File: src/rtl/motor_arbiter.sv
// motor_arbiter: fixed-priority stop/avoid/line-follow H-bridge arbiter with reversal dead time.
// Define MOTOR_ARB_PWM_EN to gate motor_en in DRIVE with a duty-cycle PWM.
module motor_arbiter #(
  parameter int DEADTIME_CYC = 1000,
  parameter int PWM_W = 8
) (
  input  logic             clk,
  input  logic             rst,
  input  logic             stop_req,
  input  logic             av_req,
  input  logic [3:0]       av_cmd,
  input  logic             lf_req,
  input  logic [3:0]       lf_cmd,
  input  logic [PWM_W-1:0] duty,
  output logic [3:0]       motor_in,
  output logic [1:0]       motor_en,
  output logic [1:0]       grant,
  output logic             busy
);
  localparam int CW = $clog2(DEADTIME_CYC + 1);
  typedef enum logic [1:0] {IDLE, DRIVE, DEAD, STOP} state_t;
  state_t state_q, state_d;
  logic [3:0] last_q, last_d, mi_q, mi_d, raw, cand;
  logic [1:0] en_q, en_d, grant_q, grant_d, win;
  logic busy_q, busy_d, rev;
  logic [CW-1:0] cnt_q, cnt_d;
  assign win  = stop_req ? 2'b11 : av_req ? 2'b10 : lf_req ? 2'b01 : 2'b00;
  assign raw  = av_req ? av_cmd : lf_req ? lf_cmd : 4'b0000;
  assign cand = {raw[3:2] == 2'b11 ? 2'b00 : raw[3:2], raw[1:0] == 2'b11 ? 2'b00 : raw[1:0]};
  // A half reverses only if it was actively driven and the candidate is its complement.
  assign rev  = ((last_q[3] ^ last_q[2]) && cand[3:2] == ~last_q[3:2]) ||
                ((last_q[1] ^ last_q[0]) && cand[1:0] == ~last_q[1:0]);
  always_comb begin
    state_d = state_q;
    cnt_d   = '0;
    last_d  = last_q;
    grant_d = grant_q;
    if (stop_req) begin
      state_d = STOP;
      grant_d = 2'b11;
    end else if (state_q == DEAD && cnt_q > CW'(1)) begin
      cnt_d = cnt_q - CW'(1);
    end else if (win == 2'b00) begin
      state_d = IDLE;
      grant_d = 2'b00;
    end else if (state_q != DEAD && rev) begin
      state_d = DEAD;
      cnt_d   = CW'(DEADTIME_CYC);
      grant_d = win;
    end else begin
      state_d = DRIVE;
      last_d  = cand;
      grant_d = win;
    end
    mi_d   = state_d == DRIVE ? cand : 4'b0000;
    busy_d = state_d == DEAD;
  end
`ifdef MOTOR_ARB_PWM_EN
  logic [PWM_W-1:0] pwm_q, pwm_d;
  assign pwm_d = pwm_q + 1'b1;
  assign en_d  = (state_d == DRIVE && pwm_q < duty) ? 2'b11 : 2'b00;
  always_ff @(posedge clk or posedge rst)
    if (rst) pwm_q <= '0;
    else     pwm_q <= pwm_d;
`else
  logic unused_duty;
  assign unused_duty = ^duty;
  assign en_d = state_d == DRIVE ? 2'b11 : 2'b00;
`endif
  always_ff @(posedge clk or posedge rst) begin
    if (rst) begin
      state_q <= IDLE;
      cnt_q   <= '0;
      last_q  <= '0;
      mi_q    <= '0;
      en_q    <= '0;
      grant_q <= '0;
      busy_q  <= 1'b0;
    end else begin
      state_q <= state_d;
      cnt_q   <= cnt_d;
      last_q  <= last_d;
      mi_q    <= mi_d;
      en_q    <= en_d;
      grant_q <= grant_d;
      busy_q  <= busy_d;
    end
  end
  assign motor_in = mi_q;
  assign motor_en = en_q;
  assign grant    = grant_q;
  assign busy     = busy_q;
endmodule

File: config.mk
export PLATFORM = sky130hd
export DESIGN_NAME = motor_arbiter
export DESIGN_NICKNAME = d
export VERILOG_FILES = /design/src/rtl/motor_arbiter.sv
export SDC_FILE = /design/constraint.sdc
export NUM_CORES = 1
export LEC_CHECK = 0
export BUFFER_PORTS_ARGS = -buffer_cell sky130_fd_sc_hd__buf_2
export CORE_MARGIN = 1
export CORE_UTILIZATION = 41
export DETAILED_ROUTE_END_ITERATION = 6
export GPL_ROUTABILITY_DRIVEN = 0
export HOLD_SLACK_MARGIN = 0.02
export PLACE_DENSITY = 0.65
export SYNTH_ARGS = -nofsm -noshare
export SYNTH_HDL_FRONTEND = slang
export SYNTH_SLANG_ARGS = --single-unit
File: constraint.sdc
create_clock -name clk -period 6.5 [get_ports clk]
set_clock_uncertainty 0.1 [all_clocks]
set_input_delay 0.65 -clock clk [delete_from_list [all_inputs] [get_ports clk]]
set_output_delay 0.65 -clock clk [all_outputs]
set_load 0.05 [all_outputs]
==> results of run 1 <==
==> per-layer routing <==
metal  wire length (um)  global-route usage (%)  share of wire [%]
met4                 68                   8.163                2.4
met3                191                   3.275                6.8
met5                  0                       0                  0
met2               1290                   30.50                 46
met1               1259                   23.61                 45
==> worst paths after layout <==
kind / from / to / slack (ps) / depth (start not counted)
min: rst / cnt_q[6]$_DFF_PP0_ / 410 / 2
max in group asynchronous: rst / state_q[0]$_DFF_PP0_ / 5340 / 2
min in group clk: cnt_q[0]$_DFF_PP0_ / cnt_q[0]$_DFF_PP0_ / 410 / 1
max reg2reg: cnt_q[4]$_DFF_PP0_ / last_q[1]$_DFFE_PP0P_ / 3940 / 5
min reg2reg: cnt_q[0]$_DFF_PP0_ / cnt_q[0]$_DFF_PP0_ / 410 / 1
max: cnt_q[4]$_DFF_PP0_ / last_q[1]$_DFFE_PP0P_ / 3940 / 5
==> sequential cells by signal (all words and copies together) (netlist names) <==
register,count
grant,2
state_q,2
motor_en,1
busy,1
last_q,4
motor_in,4
cnt_q,10
==> cell families (layout without fill, tap and decap cells) <==
logic type	count (synthesis)	in the layout	synth area share (%)
buffers and inverters	11	29	3.900
AND/OR/NAND/NOR	60	60	25.44
multiplexers	1	1	0.8356
adder cells (fa/ha/maj)	2	2	1.857
XOR/XNOR	6	6	3.900
flip-flops	24	24	44.57
AO/OA/AOI/OAI	36	36	19.50
==> stage by stage <==
step	setup slack [ps]	util [%]	cell area [sq um]	power (mW)
after floorplan	4018	-	1348	0.3992
after global placement	3994	48.01	1478	0.4231
after detailed placement	3955	48.01	1478	0.4323
after CTS	3948	48.74	1500	0.4982
after global routing	3767	48.74	1500	0.5332
final	3945	48.74	1500	0.4961
==> cell usage in the layout (no fill, tap or decap), drive strengths merged, types with 4 or more instances in the layout <==
| cell type | Yosys | routed |
|---|---|---|
| a21oi | 5 | 5 |
| nand2 | 8 | 8 |
| nand2b | 6 | 6 |
| nor2 | 12 | 12 |
| dfrtp | 24 | 24 |
| nand3b | 4 | 4 |
| buf | 2 | 22 |
| nor3 | 8 | 8 |
| a211oi | 5 | 5 |
| o211ai | 4 | 4 |
| and3 | 4 | 4 |
| inv | 4 | 4 |
==> power breakdown <==
part	internal, mW	leakage (nW)	switching [mW]
clock	0.0217	0.0138	0.0424
combinational	0.0940	0.338	0.135
sequential	0.179	0.313	0.0241
==> area by class of cell <==
cell class,instances,area share [%]
clock buffer,3,1.501
multi-input combinational,105,46.29
tap,44,3.670
sequential,24,40.03
timing repair buffer,22,7.506
inverter,4,1.001
==> results.cfg, run 1 <==
[run_status]
status = completed

[logic_synthesis]
syn-num-nets = 163
synth.most_common_cell = dfrtp_1
ys_warn_count = 0
synth_top_area_share_pct = 44.57
synth_commonest_cells = dfrtp_1, nor2_1, nand2_1, nor3_1, nand2b_1
synthArstFlopShare_pct = 100.0
ys_ff_latch = 24
syn_area_sq_um = 1348
syn_area_per_cell_sq_um = 9.625
synth-edff-count = 0
synth_top_cell_by_area = dfrtp_1
synth_area_leaders = dfrtp_1, nor2_1, nor3_1
ys_types = 42
ys_seq_area_share_pct = 44.57
synth_cells = 140
synth_flop_cell = dfrtp_1

[worst_hold_path]
hp-class = in -> async

[worst_setup_path]
cp-end-kind = flop
worst_setup_path_start_kind = flop
crit_path_top_delay_cell = or4b_4
cp.buffers_inverters = 0
worstPathCellList = or4_4 -> or4b_4 -> a21o_4 -> or4_1 -> o211ai_1
critPathTopFamily = simple AND/OR/NAND/NOR gates
worstPathArrival_ps = 2690
cp_max_fo = 8
cp_slowest_stage_delay_ps = 620
cp.required_ps = 6630
path_class = reg -> reg

[finish]
stdcell_count = 202
multi_input_area_sq_um = 694.4
syn_to_final_growth_pct = 11.33
fin_nets = 183
antenna_cells = 0
register_area_sq_um = 600.6
drive_gt1_share_pct = 20.89
nFillCells = 307

[die]
die_h_um = 59.33
die_width_um = 59.33
dieArea_sq_um = 3520
io_pins = 30
num_rows = 20
start_util_pct = 43.78
core-area_sq_um = 3078

[sta]
timing.hold.ws_ps = 409.6
hold_violations = 0
finalSetupViolations = 0
slew_viol_final = 0
post-route-period-util_pct = 39.32
rsz0062_at_grt = false
maxSlewHeadroom_pct = 39.67
tightest_slew_ps = 904.0
final.min_clock_period_ps = 2556
tns_ps = 0
max_freq_mhz = 391.3

[drt]
num_vias = 1176
first_iter_violations = 30
antenna_left = 0
vias_per_cell = 5.822
drc = 0
drt-pass1-iter-count = 6
wl_per_cell_um = 13.91
routed_wl_um = 2810

[clock_network]
cts_setup_buffers = 0
cts_buffers = 3
cts_hold_buf = 0
numClockSinks = 24
cts_tree = done
ctsResizeCount = 0
cts-htree-levels = 1
cts_buffer_depth = 2
clk_pin_slew_worst_paths_ps = 130
ctsRootBufferMaster = clkbuf_4
clk_latency_ps = 310

[global_routing]
grt_max_degree = 25
first_global_vias = 1144
gr-total-overflow = 0
grt_pass1_wl_um = 4899
grt.total_usage_pct = 18.49
antenna_found_initial = 0

[run]
cap_violations = 0

[place]
io_buffers = 21
place_hpwl_um = 2038
placed_cells = 199

[power]
vdd_drop_max_mv = 0.1546
power_density_nw_per_um2 = 330.7
p_leak_nw = 0.6647
Note: power is estimated with default switching activity, not from simulation.
==> run 2, diff against run 1 <==
clock period = 2.65 ns   (was 6.5 ns; I/O delays follow)
==> run 2 against run 1 <==
  * Setup slack worse by 3800 ps
  * Clock power increased to 3.0 times the previous value
  * Via count fell by 0.26%
  * Core utilization grew 1.3 points
  * Global-route usage grew 1.1 points
  * Final area increased by 2.8%
  * Critical path type unchanged
  * Critical endpoint unchanged
==> results.cfg, run 2 (synthesis results as in run 1) <==
[run_status]
status = completed

[sta]
hold_violations = 0
tns_ps = 0
maxSlewHeadroom_pct = 39.03
max_freq_mhz = 391.6
tightest_slew_ps = 913.6
finalSetupViolations = 0
setup_ws_ps = 96.05
final.min_clock_period_ps = 2554
post-route-period-util_pct = 96.38
rsz0062_at_grt = false
slew_viol_final = 0

[clock_network]
ctsRootBufferMaster = clkbuf_4
cts_setup_buffers = 0
cts-htree-levels = 1
numClockSinks = 24
cts_buffer_depth = 2
cts_hold_buf = 0
clk_pin_slew_worst_paths_ps = 140
cts_tree = done
ctsResizeCount = 0
clk_latency_ps = 310
cts_buffers = 3

[worst_setup_path]
worstPathCellList = or4_4 -> or4b_4 -> a21o_4 -> or4_1 -> o211ai_1
critPathTopFamily = simple AND/OR/NAND/NOR gates
cp.buffers_inverters = 0
cp-end-kind = flop
path_class = reg -> reg
worst_setup_path_start_kind = flop
crit_path_top_delay_cell = or4b_4
cp_max_fo = 8
cp_slowest_stage_delay_ps = 620
cp.required_ps = 2790
worstPathArrival_ps = 2700

[finish]
fin_nets = 185
drive_gt1_share_pct = 22.36
largest_register_ffs = 10
regMostFlops = cnt_q
final_common_cell = dfrtp_1
postLayoutCellArea_sq_um = 1541
layout_common_cells = dfrtp_1, buf_2, nor2_1
nFillCells = 293
syn_to_final_growth_pct = 14.39
antenna_cells = 0

[global_routing]
antenna_found_initial = 0
grt.total_usage_pct = 19.56
grt_pass1_wl_um = 5181
grt_max_degree = 25
met2_usage_pct = 30.50
gr-max-usage-layer = met2
first_global_vias = 1139
gr-usage-met3_pct = 2.620
grt_util_met1_pct = 26.81
gr-total-overflow = 0

[run]
cap_violations = 0

[drt]
wl_per_cell_um = 13.80
routed_wl_um = 2830
num_vias = 1173
antenna_left = 0
drc = 0
first_iter_violations = 49
drt-pass1-iter-count = 4
vias_per_cell = 5.722

[power]
total_power_mw = 1.271
p_leak_nw = 0.6874
power_density_nw_per_um2 = 824.7
vdd_drop_max_mv = 0.3120

[worst_hold_path]
hp-class = in -> async

[place]
place_area_sq_um = 1505
post-place-ws_ps = 133.9
io_buffers = 21
place_hpwl_um = 2032

[die]
core-area_sq_um = 3078
dieArea_sq_um = 3520
num_rows = 20
die_h_um = 59.33
io_pins = 30
die_width_um = 59.33
start_util_pct = 43.78
## run 2: changes by cell type in the layout (fill, tap and decap cells not counted), sizes merged
| cell | previous run | this run |
|---|---|---|
| buf | 22 | 24 |
| clkbuf | 3 | 4 |
## run 2: power by group
| part | internal [mW] | switching [mW] | total (mW) | leakage [nW] |
|---|---|---|---|---|
| registers | 0.438 | 0.0578 | 0.496 | 0.313 |
| clock network | 0.0839 | 0.112 | 0.195 | 0.0210 |
| logic | 0.243 | 0.337 | 0.580 | 0.353 |
## run 2: path summary, 6_finish.rpt
kind	from	to	slack (ps)	cells past startpoint
setup / recovery	cnt_q[4]$_DFF_PP0_	last_q[1]$_DFFE_PP0P_	100	5
hold / removal	rst	motor_in[1]$_DFF_PP0_	20	2
setup reg to reg	cnt_q[4]$_DFF_PP0_	last_q[1]$_DFFE_PP0P_	100	5
hold reg to reg	cnt_q[0]$_DFF_PP0_	cnt_q[0]$_DFF_PP0_	410	1
max in group asynchronous	rst	cnt_q[3]$_DFF_PP0_	1870	2
min in group clk	stop_req	cnt_q[5]$_DFF_PP0_	220	2
## run 2: cell type report
class                           instances  area, sq um  area share [%]
Tap cell                               44        55.05           3.571
Timing Repair Buffer                   24        140.1           9.091
Sequential cell                        24        600.6           38.96
Inverter                                4        15.01          0.9740
Clock buffer                            4        36.28           2.354
Multi-Input combinational cell        105        694.4           45.05
## run 2: metrics by stage
| stage | util (%) | hold WS, ps | std cells |
|---|---|---|---|
| floorplan | - | 179.6 | 140 |
| global placement | 48.90 | 367.4 | 201 |
| global route | 50.08 | 127.7 | 205 |
| detailed placement | 48.90 | 391.9 | 201 |
| finish | 50.08 | 23.28 | 205 |
| CTS | 50.08 | 68.37 | 205 |
## run 2: layer usage
metal | part of all wire, % | wire [um]
met5 | 0 | 0
met4 | 1.8 | 51
met3 | 4.6 | 129
met2 | 45 | 1275
met1 | 49 | 1374
